<file path="src/rtl/fetch_ctrl.sv">
// fetch_ctrl: IF-stage fetch sequencer. Owns the PC, drives imem req/ack,
// loads IF/ID, and applies redirects, load-use stalls and flushes.
//
// Ports:
//   clk, rst_n        clock, synchronous active-low reset
//   ex_mem_pcsrc/npc  branch redirect request and target
//   hazard_stall      ID load-use stall, IF/ID must hold
//   imem_ack/rdata    memory response (data valid with ack)
//   imem_req/addr     outstanding request and its address
//   pc                architectural PC register
//   if_id_*           IF/ID pipeline register (instr, next PC, valid)
//   timeout_err       sticky unanswered-request flag
module fetch_ctrl #(
  parameter logic [31:0] RESET_PC  = 32'h0000_0000,
  parameter logic [31:0] PC_STEP   = 32'h0000_0001,
  parameter logic [31:0] NOP_INSTR = 32'h0000_0000,
  parameter int          TIMEOUT   = 255
) (
  input  logic        clk,
  input  logic        rst_n,
  input  logic        ex_mem_pcsrc,
  input  logic [31:0] ex_mem_npc,
  input  logic        hazard_stall,
  input  logic        imem_ack,
  input  logic [31:0] imem_rdata,
  output logic        imem_req,
  output logic [31:0] imem_addr,
  output logic [31:0] pc,
  output logic [31:0] if_id_instr,
  output logic [31:0] if_id_npc,
  output logic        if_id_valid,
  output logic        timeout_err
);

  localparam logic [7:0] TO_LIMIT = 8'(TIMEOUT);

  typedef enum logic [1:0] {
    IDLE,
    FETCH,
    STALL,
    DRAIN
  } state_t;

  state_t      state;
  logic [31:0] req_addr;
  logic [31:0] step_addr;
  logic [31:0] skid_instr;
  logic [31:0] skid_npc;
  logic [7:0]  wait_cnt;
  logic [7:0]  wait_nxt;

  // imem_req is the only output decoded from state so that a
  // zero-wait memory can ack in the same cycle the request rises.
  assign imem_req  = (state == FETCH) || (state == DRAIN);
  assign imem_addr = req_addr;
  assign step_addr = req_addr + PC_STEP;

  // Counts consecutive unanswered request cycles, saturating.
  // Any cycle without an outstanding request (IDLE/STALL) clears it.
  always_comb begin
    wait_nxt = '0;
    if (imem_req && !imem_ack) begin
      if (wait_cnt == 8'hFF) begin
        wait_nxt = wait_cnt;
      end else begin
        wait_nxt = wait_cnt + 8'd1;
      end
    end
  end

  always_ff @(posedge clk) begin
    if (!rst_n) begin
      state       <= IDLE;
      pc          <= RESET_PC;
      req_addr    <= RESET_PC;
      if_id_instr <= NOP_INSTR;
      if_id_npc   <= '0;
      if_id_valid <= 1'b0;
      skid_instr  <= NOP_INSTR;
      skid_npc    <= '0;
      wait_cnt    <= '0;
      timeout_err <= 1'b0;
    end else begin
      wait_cnt <= wait_nxt;
      if (wait_nxt == TO_LIMIT) begin
        timeout_err <= 1'b1;
      end

      if (ex_mem_pcsrc) begin
        pc          <= ex_mem_npc;
        if_id_instr <= NOP_INSTR;
        if_id_valid <= 1'b0;
        skid_instr  <= NOP_INSTR;
        skid_npc    <= '0;
        // An unanswered request cannot be withdrawn, so its
        // response is drained first. Once the old request is
        // answered (or none is pending) fetch goes straight
        // to the target, including an ack arriving in DRAIN.
        if (imem_req && !imem_ack) begin
          state <= DRAIN;
        end else begin
          req_addr <= ex_mem_npc;
          state    <= FETCH;
        end
      end else begin
        unique case (state)
          IDLE: begin
            req_addr <= pc;
            state    <= FETCH;
          end

          FETCH: begin
            if (imem_ack) begin
              if (hazard_stall) begin
                // Park the word; IF/ID is held by ID.
                skid_instr <= imem_rdata;
                skid_npc   <= step_addr;
                state      <= STALL;
              end else begin
                if_id_instr <= imem_rdata;
                if_id_npc   <= step_addr;
                if_id_valid <= 1'b1;
                pc          <= step_addr;
                req_addr    <= step_addr;
              end
            end else if (!hazard_stall) begin
              if_id_instr <= NOP_INSTR;
              if_id_valid <= 1'b0;
            end
          end

          STALL: begin
            if (!hazard_stall) begin
              if_id_instr <= skid_instr;
              if_id_npc   <= skid_npc;
              if_id_valid <= 1'b1;
              pc          <= skid_npc;
              req_addr    <= skid_npc;
              state       <= FETCH;
            end
          end

          DRAIN: begin
            if_id_instr <= NOP_INSTR;
            if_id_valid <= 1'b0;
            if (imem_ack) begin
              req_addr <= pc;
              state    <= FETCH;
            end
          end
        endcase
      end
    end
  end

endmodule

</file>
<file path="config.mk">
export PLATFORM = sky130hd
export DESIGN_NAME = fetch_ctrl
export DESIGN_NICKNAME = d
export VERILOG_FILES = /design/src/rtl/fetch_ctrl.sv
export SDC_FILE = /design/constraint.sdc
export NUM_CORES = 1
export LEC_CHECK = 0
export CAP_MARGIN = 40
export CORE_ASPECT_RATIO = 1.2
export CORE_MARGIN = 2
export CORE_UTILIZATION = 45
export DETAILED_ROUTE_END_ITERATION = 12
export PLACE_DENSITY = 0.74
export SETUP_SLACK_MARGIN = 0.3
export SYNTH_ARGS = -nofsm -noshare
export SYNTH_HDL_FRONTEND = slang
export SYNTH_SLANG_ARGS = --single-unit
</file>
<file path="constraint.sdc">
create_clock -name clk -period 2.3 [get_ports clk]
set_clock_uncertainty 0.1 [all_clocks]
set_input_delay 0.23 -clock clk [delete_from_list [all_inputs] [get_ports clk]]
set_output_delay 0.23 -clock clk [all_outputs]
set_load 0.02 [all_outputs]
</file>
==> impl_metrics.toml <==
[timing]
setup_ws_ns = 0.0726
hold_violations = 0
holdWs_ns = 0.0586
fin_crit_ns = 2.23
setup_viol = 0
tightest_slew_ns = 0.713
max_freq_ghz = 0.449
relSlewSlack_pct = 52.5
report.final.slew_viol_count = 0
rsz0062_at_grt = "true"
fin_crit_sh_pct = 96.8

[clock_network]
clk_pin_slew_worst_paths_ns = 0.06
htreeDepth = 1
hold_buffers = 0
cts_sinks = 204
clk_latency_ns = 0.52
numCtsBuffers = 22
cts_tree = "built"
clock-root-buffer = "clkbuf_16"
clockBufferDepth = 3

[synth]
netlist.area_leader.share_pct = 39.5
postSynthCellCount = 1330
synth_edf_count = 0
synth_fa_ha_area_share_pct = 0.727
synth.area.top_cells = "dfxtp_1 (40%), a21oi_1 (8.0%), nand2_1 (5.7%)"
yosys-mux-area-fraction_pct = 5.08
ys_types = 65
ys_ff_latch = 204
mappedNetlistArea_sq_um = 10300
synth-main-ff-cell = "dfxtp_1"
synth-compound-area-share_pct = 23.6
synth_top_family_by_area = "simple AND/OR/NAND/NOR gates"
syn-num-nets = 1405
yosysWarnings = 0
synth-simple-area-share_pct = 24.7
synth_area_leader_cell = "dfxtp_1"
synth-seq-area-share_pct = 39.5
syn_area_per_cell_sq_um = 7.77
ys_async_sr_fraction_pct = 0
synth_xor_xnor_area_share_pct = 1.53

[final_layout]
final_util_pct = 66.8
fin_nets = 1643
layout_commonest_cell = "clkdlybuf4s50_1"
drive_gt1_share_pct = 19.5
final_design_area_no_fill_sq_um = 15000
final_cells = 1863
diodes = 0
areaGrowthSynthToFinish_pct = 45.7
mostFrequentLayoutCells = "clkdlybuf4s50_1 (190), dfxtp_1 (173), a21oi_1 (156)"

[setup_path]
critPathCaptureType = "flop"
rr_worst_depth = 6
timing.rr.end = "imem_addr[17]"
required_ns = 2.58
start_kind = "flop"
arrival_ns = 2.51
worstSetupPathType = "flop to flop"
rrSetupSlack_ns = 0.07
r2r-start = "imem_addr[11]"
critical_path.max_fanout = 8

[min_path]
holdPathEnd = "state[1]"
holdCritPathClass = "input port to flop"
hold_start = "rst_n"
whs_path_depth = 3

[global_routing]
antenna_found_initial = 0
grt_pass1_vias = 10492
grt_usage_pct = 28.6
grt_pass1_wl_um = 55900
overflow = 0
grt_max_degree = 71

[die]
coreArea_sq_um = 22500
num_rows = 60
dieArea_sq_um = 24200
ioPinCount = 200
die_w_um = 142
initial_utilization_pct = 45.9
dieHeight_um = 170

[pwr]
powerDensity_nw_per_um2 = 667
leakagePower_nw = 5.39
irDropWorstVdd_uv = 595

[detailed_routing]
drc = 0
dr_total_vias = 11479
firstDrtPassIters = 7
drt-total-wl_um = 37800
drtIter0Drc = 1338
ant_nets = 0
vias_per_cell = 6.16
drt-wirelength-per-cell_um = 20.3

[job]
drv_cap = 0

[place]
gp_congestion = 0.892
port_buffers = 199
dpl_worst_slack_ns = 0.0393
placed_cell_area_sq_um = 13200
dp.cells = 1766
post-dp-hpwl_um = 23500

[run_status]
outcome = "finished, final reports clean"
## Yosys cell counts, types with 6 or more instances
master,n
dfxtp_1,204
a21oi_1,165
nand2_1,158
nor2_1,120
clkbuf_1,96
o21ai_0,86
nor3_1,76
mux2i_1,49
nand3_1,39
nand2b_1,37
o211ai_1,24
a31oi_1,19
nor4_1,18
o31a_1,15
buf_1,13
inv_1,13
nand4_1,13
o311ai_0,13
a211oi_1,12
and3_1,12
o22ai_1,11
xor2_1,11
o31ai_1,8
or3_1,7
xnor2_1,7
and4_1,6
ha_1,6
nor4b_1,6
or2_2,6
## where the power goes
group	internal (W)	switching [W]	total [W]	leakage (nW)
registers	0.00375	0.000219	0.00397	1.68
logic	0.00116	0.00150	0.00266	3.37
clock network	0.00194	0.00148	0.00341	0.338
## flip-flops by register name, summed over array words and instances (netlist names), 2 cells and up
signal and cells:
skid_instr 32, state 2, imem_addr 32, wait_cnt 8, if_id_npc 32, if_id_instr 32, pc 32, skid_npc 32
## per-stage QoR
step,total power [W],TNS [ns]
detailed placement,0.00630,0
CTS,0.00977,0
finish,0.0100,0
floorplan,0.00532,0
global route,0.0104,-0.00230
global placement,0.00627,0
## cell families after synthesis
kind of cell | after synthesis
adder cells (fa/ha/maj) | 6
AO/OA/AOI/OAI | 400
buffers and inverters | 128
multiplexers | 52
AND/OR/NAND/NOR | 522
XOR/XNOR | 18
flip-flops | 204
## metal layers
metal / global-route usage [%] / wire length [um] / up-vias
met1: 34.8 / 14000 / 5360
met4: 12.4 / 1900 / 0
met5: 0 / 0 / -
li1: - / - / 5279
met2: 48.4 / 18000 / 684
met3: 6.58 / 3990 / 156
## critical path: stages (launching register included)
cell	delay (ns)
dfxtp_4	0.35
nand4_1	0.14
or4_4	0.63
buf_12	0.19
nor3_4	0.18
o21ai_1	0.10
a2111oi_1	0.38
## area by class of cell
| type | instances | area [sq um] |
|---|---|---|
| Clock inverter | 6 | 31.3 |
| Sequential cell | 204 | 4180 |
| Clock buffer | 34 | 647 |
| Inverter | 14 | 55.1 |
| Multi-Input combinational cell | 999 | 6410 |
| Timing Repair Buffer | 327 | 3370 |
| Fill cell | 1800 | 7480 |
| Tap cell | 279 | 349 |
## how the worst max path moves through the flow
stage                        startpoint             to  slack (ns)  depth (start not counted)
final                     imem_addr[11]  imem_addr[17]        0.07                          6
after global routing      imem_addr[11]  imem_addr[17]      -0.002                          6
after CTS                      state[1]       imem_req        0.18                          6
after detailed placement       imem_ack  imem_addr[13]        0.04                          6
after global placement         imem_ack  imem_addr[13]        0.07                          6
after floorplan            imem_addr[0]  imem_addr[22]         0.1                          7
## timing repair
item                       CTS  global route
resized for setup           49            98
setup endpoints to repair  120           149
setup buffers               19            32
hold endpoints to repair     0             0
pin swaps                   16            49
cloned                       1             5
Power figures use the tool's default switching activity.
